### config.mk
export PLATFORM = sky130hd
export DESIGN_NAME = mem_arbiter
export DESIGN_NICKNAME = d
export VERILOG_FILES = /design/src/rtl/mem_arbiter.sv
export SDC_FILE = /design/constraint.sdc
export NUM_CORES = 1
export LEC_CHECK = 0
export BUFFER_PORTS_ARGS = -buffer_cell sky130_fd_sc_hd__clkbuf_2
export CAP_MARGIN = 5
export CORE_AREA = 2 2 287 289
export DETAILED_ROUTE_END_ITERATION = 6
export DIE_AREA = 0 0 289 291
export GPL_TIMING_DRIVEN = 0
export MAX_ROUTING_LAYER = met4
export PLACE_DENSITY = 0.34
export SYNTH_ARGS = -nofsm -noshare
export SYNTH_HDL_FRONTEND = slang
export SYNTH_SLANG_ARGS = --single-unit
### constraint.sdc
create_clock -name clk -period 1.95 [get_ports clk]
set_clock_uncertainty 0.15 [all_clocks]
set_input_delay 0.195 -clock clk [delete_from_list [all_inputs] [get_ports clk]]
set_output_delay 0.195 -clock clk [all_outputs]
set_load 0.01 [all_outputs]
### src/rtl/mem_arbiter.sv
// Round-robin arbiter sharing one off-chip memory port between the I-cache and D-cache.
// Each granted transaction is held on registered strobes until mem_ready, then released.
module mem_arbiter #(
    parameter int unsigned ADDR_W = 28,
    parameter int unsigned DATA_W = 128
) (
    input  logic              clk,
    input  logic              rst,
    input  logic              ic_read,
    input  logic [ADDR_W-1:0] ic_addr,
    output logic [DATA_W-1:0] ic_rdata,
    output logic              ic_ready,
    input  logic              dc_read,
    input  logic              dc_write,
    input  logic [ADDR_W-1:0] dc_addr,
    input  logic [DATA_W-1:0] dc_wdata,
    output logic [DATA_W-1:0] dc_rdata,
    output logic              dc_ready,
    output logic              mem_read,
    output logic              mem_write,
    output logic [ADDR_W-1:0] mem_addr,
    output logic [DATA_W-1:0] mem_wdata,
    input  logic [DATA_W-1:0] mem_rdata,
    input  logic              mem_ready
);

    typedef enum logic [1:0] {
        StIdle,
        StGrantI,
        StGrantD,
        StRelease
    } state_e;

    state_e            state_q, state_d;
    logic              last_dc_q, last_dc_d;  // 1 when the D side won the most recent grant
    logic              mem_read_q, mem_read_d;
    logic              mem_write_q, mem_write_d;
    logic [ADDR_W-1:0] mem_addr_q, mem_addr_d;
    logic [DATA_W-1:0] mem_wdata_q, mem_wdata_d;
    logic              i_pend, d_pend, pick_dc;

    always_comb begin
        state_d     = state_q;
        last_dc_d   = last_dc_q;
        mem_read_d  = mem_read_q;
        mem_write_d = mem_write_q;
        mem_addr_d  = mem_addr_q;
        mem_wdata_d = mem_wdata_q;

        i_pend  = ic_read;
        d_pend  = dc_read | dc_write;
        // On a tie the side that did not win last time goes first.
        pick_dc = d_pend & (~i_pend | ~last_dc_q);

        unique case (state_q)
            StIdle: begin
                if (pick_dc) begin
                    state_d     = StGrantD;
                    last_dc_d   = 1'b1;
                    mem_write_d = dc_write;
                    mem_read_d  = ~dc_write;
                    mem_addr_d  = dc_addr;
                    mem_wdata_d = dc_wdata;
                end else if (i_pend) begin
                    state_d     = StGrantI;
                    last_dc_d   = 1'b0;
                    mem_read_d  = 1'b1;
                    mem_write_d = 1'b0;
                    mem_addr_d  = ic_addr;
                end
            end
            StGrantI, StGrantD: begin
                if (mem_ready) begin
                    state_d     = StRelease;
                    mem_read_d  = 1'b0;
                    mem_write_d = 1'b0;
                end
            end
            StRelease: begin
                state_d = StIdle;
            end
            default: begin
                state_d     = StIdle;
                mem_read_d  = 1'b0;
                mem_write_d = 1'b0;
            end
        endcase
    end

    always_ff @(posedge clk or negedge rst) begin
        if (!rst) begin
            state_q     <= StIdle;
            last_dc_q   <= 1'b0;
            mem_read_q  <= 1'b0;
            mem_write_q <= 1'b0;
            mem_addr_q  <= '0;
            mem_wdata_q <= '0;
        end else begin
            state_q     <= state_d;
            last_dc_q   <= last_dc_d;
            mem_read_q  <= mem_read_d;
            mem_write_q <= mem_write_d;
            mem_addr_q  <= mem_addr_d;
            mem_wdata_q <= mem_wdata_d;
        end
    end

    assign mem_read  = mem_read_q;
    assign mem_write = mem_write_q;
    assign mem_addr  = mem_addr_q;
    assign mem_wdata = mem_wdata_q;

    // Completion is routed only to the side that owns the port; stray pulses are dropped.
    assign ic_ready = mem_ready & (state_q == StGrantI);
    assign dc_ready = mem_ready & (state_q == StGrantD);
    assign ic_rdata = mem_rdata;
    assign dc_rdata = mem_rdata;

endmodule

# Word-level counts from Yosys, hierarchy flattened
# Cells that the tools add are included.
[totals] ff_bits=161 input_bits=318 out_inout_bits=416 elab_cells=41
[op_classes] eq_ne=5 mux=14 n_bitwise=8 reduce_logical=8
[op_table] op="two-way mux 28 bit" n=2
[op_table] op="two-way mux 1 bit" n=6
[op_table] op="two-way mux 2 bit" n=3
[op_table] op="one-hot mux 2 bit (3 select lines)" n=1
[op_table] op="AND reduction 2 bit" n=3
[op_table] op="equality test 2 bit (second input constant)" n=2
[op_table] op="one-hot mux 1 bit (2 select lines)" n=2
[op_table] op="nonzero test 2 bit" n=2
[op_table] op="bitwise AND 1 bit" n=3
[op_table] op="!= test 3 bit (second input constant)" n=1
[op_table] op="inverter 1 bit" n=3
[op_table] op="AND reduction 3 bit" n=1
[op_table] op="equality test 2 x 1 -> 1 bit (second input constant)" n=1
[op_table] op="logical NOT 2 bit" n=1
[op_table] op="!= test 2 bit (second input constant)" n=1
[op_table] op="bitwise OR 1 bit" n=2
[op_table] op="OR reduction 2 bit" n=1

# Logic depth before layout (Yosys ltp)
[logic_depth] ltp_word=5 ltp_mapped=7 depth_no_buf=5

# Least setup slack after synthesis
# No wires, ideal clock.
[synth_path] path_kind="reg-to-reg" start="register state_q[0]" end="register state_q[0]" setup_ps=125 arrival_ps=1482 required_ps=1675 slack_ps=193 stages_incl_launch_ff=6 n_path_buf=0 synth_period_minus_slack_ps=1757 cell_sequence="dfrtp_1 > inv_1 > ha_1 > nor4b_1 > a21oi_1 > mux2_2"
[synth_via] elab_chain_len=4 elab_cells_between_ends=9 cone_classes="eq/ne: 5; mux: 1; reduce/logical: 3"
[synth_lines] element="start, declared" line="34" text="state_e state_q, state_d;"
[synth_lines] element="start signal, assigned" line="92" text="state_q <= StIdle;"
[synth_lines] element="start signal, assigned" line="99" text="state_q <= state_d;"
[synth_lines] element="equality test 2 x 1 -> 1 bit / equality test 2 bit (equally long branches)" line="55" text="unique case (state_q)"
[synth_lines] element="OR reduction 2 bit" line="55"
[synth_lines] element="!= test 2 bit (no source line)"
[synth_lines] element="AND reduction 2 bit (no source line)"
# Parallel ways exist; a longest one is shown, timed or not.
# A chain may end at the register's enable or synchronous reset.

# Final worst setup path
[layout_path] start="register state_q[1]" end="register mem_wdata_q[24], in the netlist mem_wdata[24]"
[layout_via] elab_chain_len=2
[layout_lines] element="logical NOT 2 bit" line="55"
[layout_lines] element="AND reduction 2 bit (no source line)"
[layout_lines] element="end signal, assigned" line="104" text="mem_wdata_q <= mem_wdata_d;"
[layout_lines] element="end, declared" line="39" text="logic [DATA_W-1:0] mem_wdata_q, mem_wdata_d;"
# Every way passes these cells.

==> run metrics <==
status finished, final reports clean; Initial Utilization 0.103; first-pass GRT wire length 46.1 mm; Max Freq 0.546 GHz; fin nets 1819; critical path class reg -> reg; commonest non-fill, non-tap cell in the layout clkbuf_2; Pleak 7.84 nW; Bufs and invs on worst path 3; Hold Path Class in -> reg; Final ANT Viol Nets 0; post-synthesis cell type count 23; Routed WL 32.5 mm; met3 Use GR 0.0234; Slew Viols, Final 0; layout cells sized above 1 0.687; cts bufs inserted 17; CP Cell Sequence inv_1, ha_4, nand2_4, buf_12, buf_6, mux2_1; met2 Use GR 0.140; crit path max fanout 10; Hold Violations, Final 0; count of final setup violators 0; RSZ-0062 raised after global routing no; # H-tree levels 4; initial DRC count 100; Clk pin slew, worst setup/hold paths 0.07 ns; Setup crit start kind flop; MaxCap Viol Count 0; aggregate global routing overflow 0; CP top delay family buffers and inverters; CTS sink cnt 161; Yosys top cell by area dfrtp_1; pin count of the biggest net entering global routing 91; synth top area cells dfrtp_1, buf_4, mux2_2; DP Cell Count 2357; fin crit period 1.83 ns; Crit. End Element flop; Seq/Total Area, Yosys 0.483; synthesized area 8340 sq um; Seq cells post-synth 161; DRC 0; die area 84100 sq um; core area 81200 sq um; Post-Layout Cell Count 2580; Worst Max-Slew Pin Slew 0.673 ns; Sequential Power Share 0.336; First-pass DRT Iterations 4; row count 105; Die H 291 um; filler instances 9016; Post-Syn Nets 1003; Syn Area/Cell 12.3 sq um; GP Congestion 0.705; Max clock buf depth 2; commonest non-fill, non-tap cells in the layout clkbuf_2, buf_4, dlygate4sd3_1; max_slew headroom 0.551; Overall Power 17.6 mW; Yosys warning total 0; CP Data Arrival Time 2.03 ns; GRT Total Usage 0.0770; Synth top area share 0.483; Layout area overhead 84.0%; Vias 7604; Max stage delay on crit path 0.39 ns; Vias/cell 2.95; Tcrit/Tclk final 0.939; vias in the first global route 7898; antenna violations before repair 2; Ports 734; met1 usage 0.0778; CTS tree yes; clk_lat worst skew 0.47 ns; CP required 2.15 ns; power per cell area 1140 nW/um^2; HPWL after detailed placement 25.7 mm; Psw 6.37 mW; Switching Fraction 0.363; setup TNS 0 ns; CP max stage cell dfrtp_1; buffers added on ports 605; grt peak-use layer met2; CTS Root Buffer Type clkbuf_16; VDD IR-drop max 0.568 mV; clock power share 0.209; Die Wd 289 um; mean routed wirelength per cell 12.6 um; Pint 11.2 mW; Gate power share 0.455; Syn Inst Count 681
[cell families after synthesis]
kind of cell | Yosys count | synth area share
compound gates | 37 | 0.0256
fa+ha+maj | 4 | 0.00600
buf+inv | 282 | 0.255
flops | 161 | 0.483
mux | 160 | 0.211
simple gates | 37 | 0.0189
[registers in the layout, summed over array words and instances (netlist names)]
register	count
last_dc_q	1
mem_addr	28
mem_write	1
mem_wdata	128
state_q	2
mem_read	1
[worst register-to-register path: stages, from the launching register on]
cell,delay (ns)
dfrtp_1,0.39
inv_1,0.15
ha_4,0.20
nand2_4,0.12
buf_12,0.20
buf_6,0.19
mux2_1,0.32
[cells in the mapped netlist (all sizes together)]
library cell / n
mux2: 129
buf: 277
and2: 2
nor3b: 1
a21o: 1
inv: 3
a21oi: 2
a21boi: 1
nor4b: 2
mux2i: 31
nor2: 1
o31ai: 1
a211o: 1
clkbuf: 2
o21ai: 28
ha: 4
dfrtp: 161
nand2: 31
o2bb2ai: 2
a2bb2oi: 1
[final cells by class]
cell class	instances	area [sq um]	area share
inverters	3	11.3	0.000734
clock buffers	18	429	0.0280
plain buffers	279	2160	0.141
repair buffers	797	4980	0.325
clock inverters	13	176	0.0115
well taps	1070	1340	0.0872
diodes	1	2.50	0.000163
multi-input cells	238	2220	0.144
flip-flops and latches	161	4030	0.262
[through the flow]
stage	worst slack, ns	hold slack (ns)	instance area, sq um	util
finish	0.119	0.109	15300	0.189
global route	0.00810	0.0934	15300	0.189
CTS	0.00317	0.0434	15300	0.188
detailed placement	-0.185	0.108	12700	0.157
global placement	-2.94	0.261	12700	0.157
floorplan	0.193	-0.251	8340	-
[what timing repair did]
item | 4_1_cts | 5_1_grt
gates cloned | 1 | 0
endpoints found under the setup margin | 139 | 89
hold buffers | 186 | 0
endpoints found under the hold margin | 230 | 0
resized for setup | 15 | 9
pin swaps | 1 | 0
buffers inserted | 0 | 4
[path summary, 6_finish.rpt]
check / end / slack, ns / from / depth (start not counted)
setup / recovery: mem_wdata[24] / 0.12 / state_q[1] / 6
setup reg to reg: mem_wdata[24] / 0.12 / state_q[1] / 6
hold reg to reg: mem_addr[13] / 0.33 / mem_addr[13] / 2
min in group asynchronous: mem_wdata[76] / 0.14 / rst / 2
hold / removal: mem_write / 0.11 / dc_read / 4
max in group asynchronous: mem_addr[24] / 0.55 / rst / 3
[power groups by stage]
stage,Sequential (mW),Combinational [mW],Clock [mW]
after CTS,5.92,8.18,3.94
after global routing,6.14,8.77,4.04
after global placement,5.93,7.63,0
after detailed placement,5.97,7.68,0
final,5.90,7.98,3.68
after floorplan,6.70,3.40,0
[per-layer routing]
metal	vias up	share of wire
li1	3636	-
met1	3573	0.37
met2	366	0.54
met3	29	0.075
met4	0	0.017
met5	-	0
(Power assumes the default switching activity.)
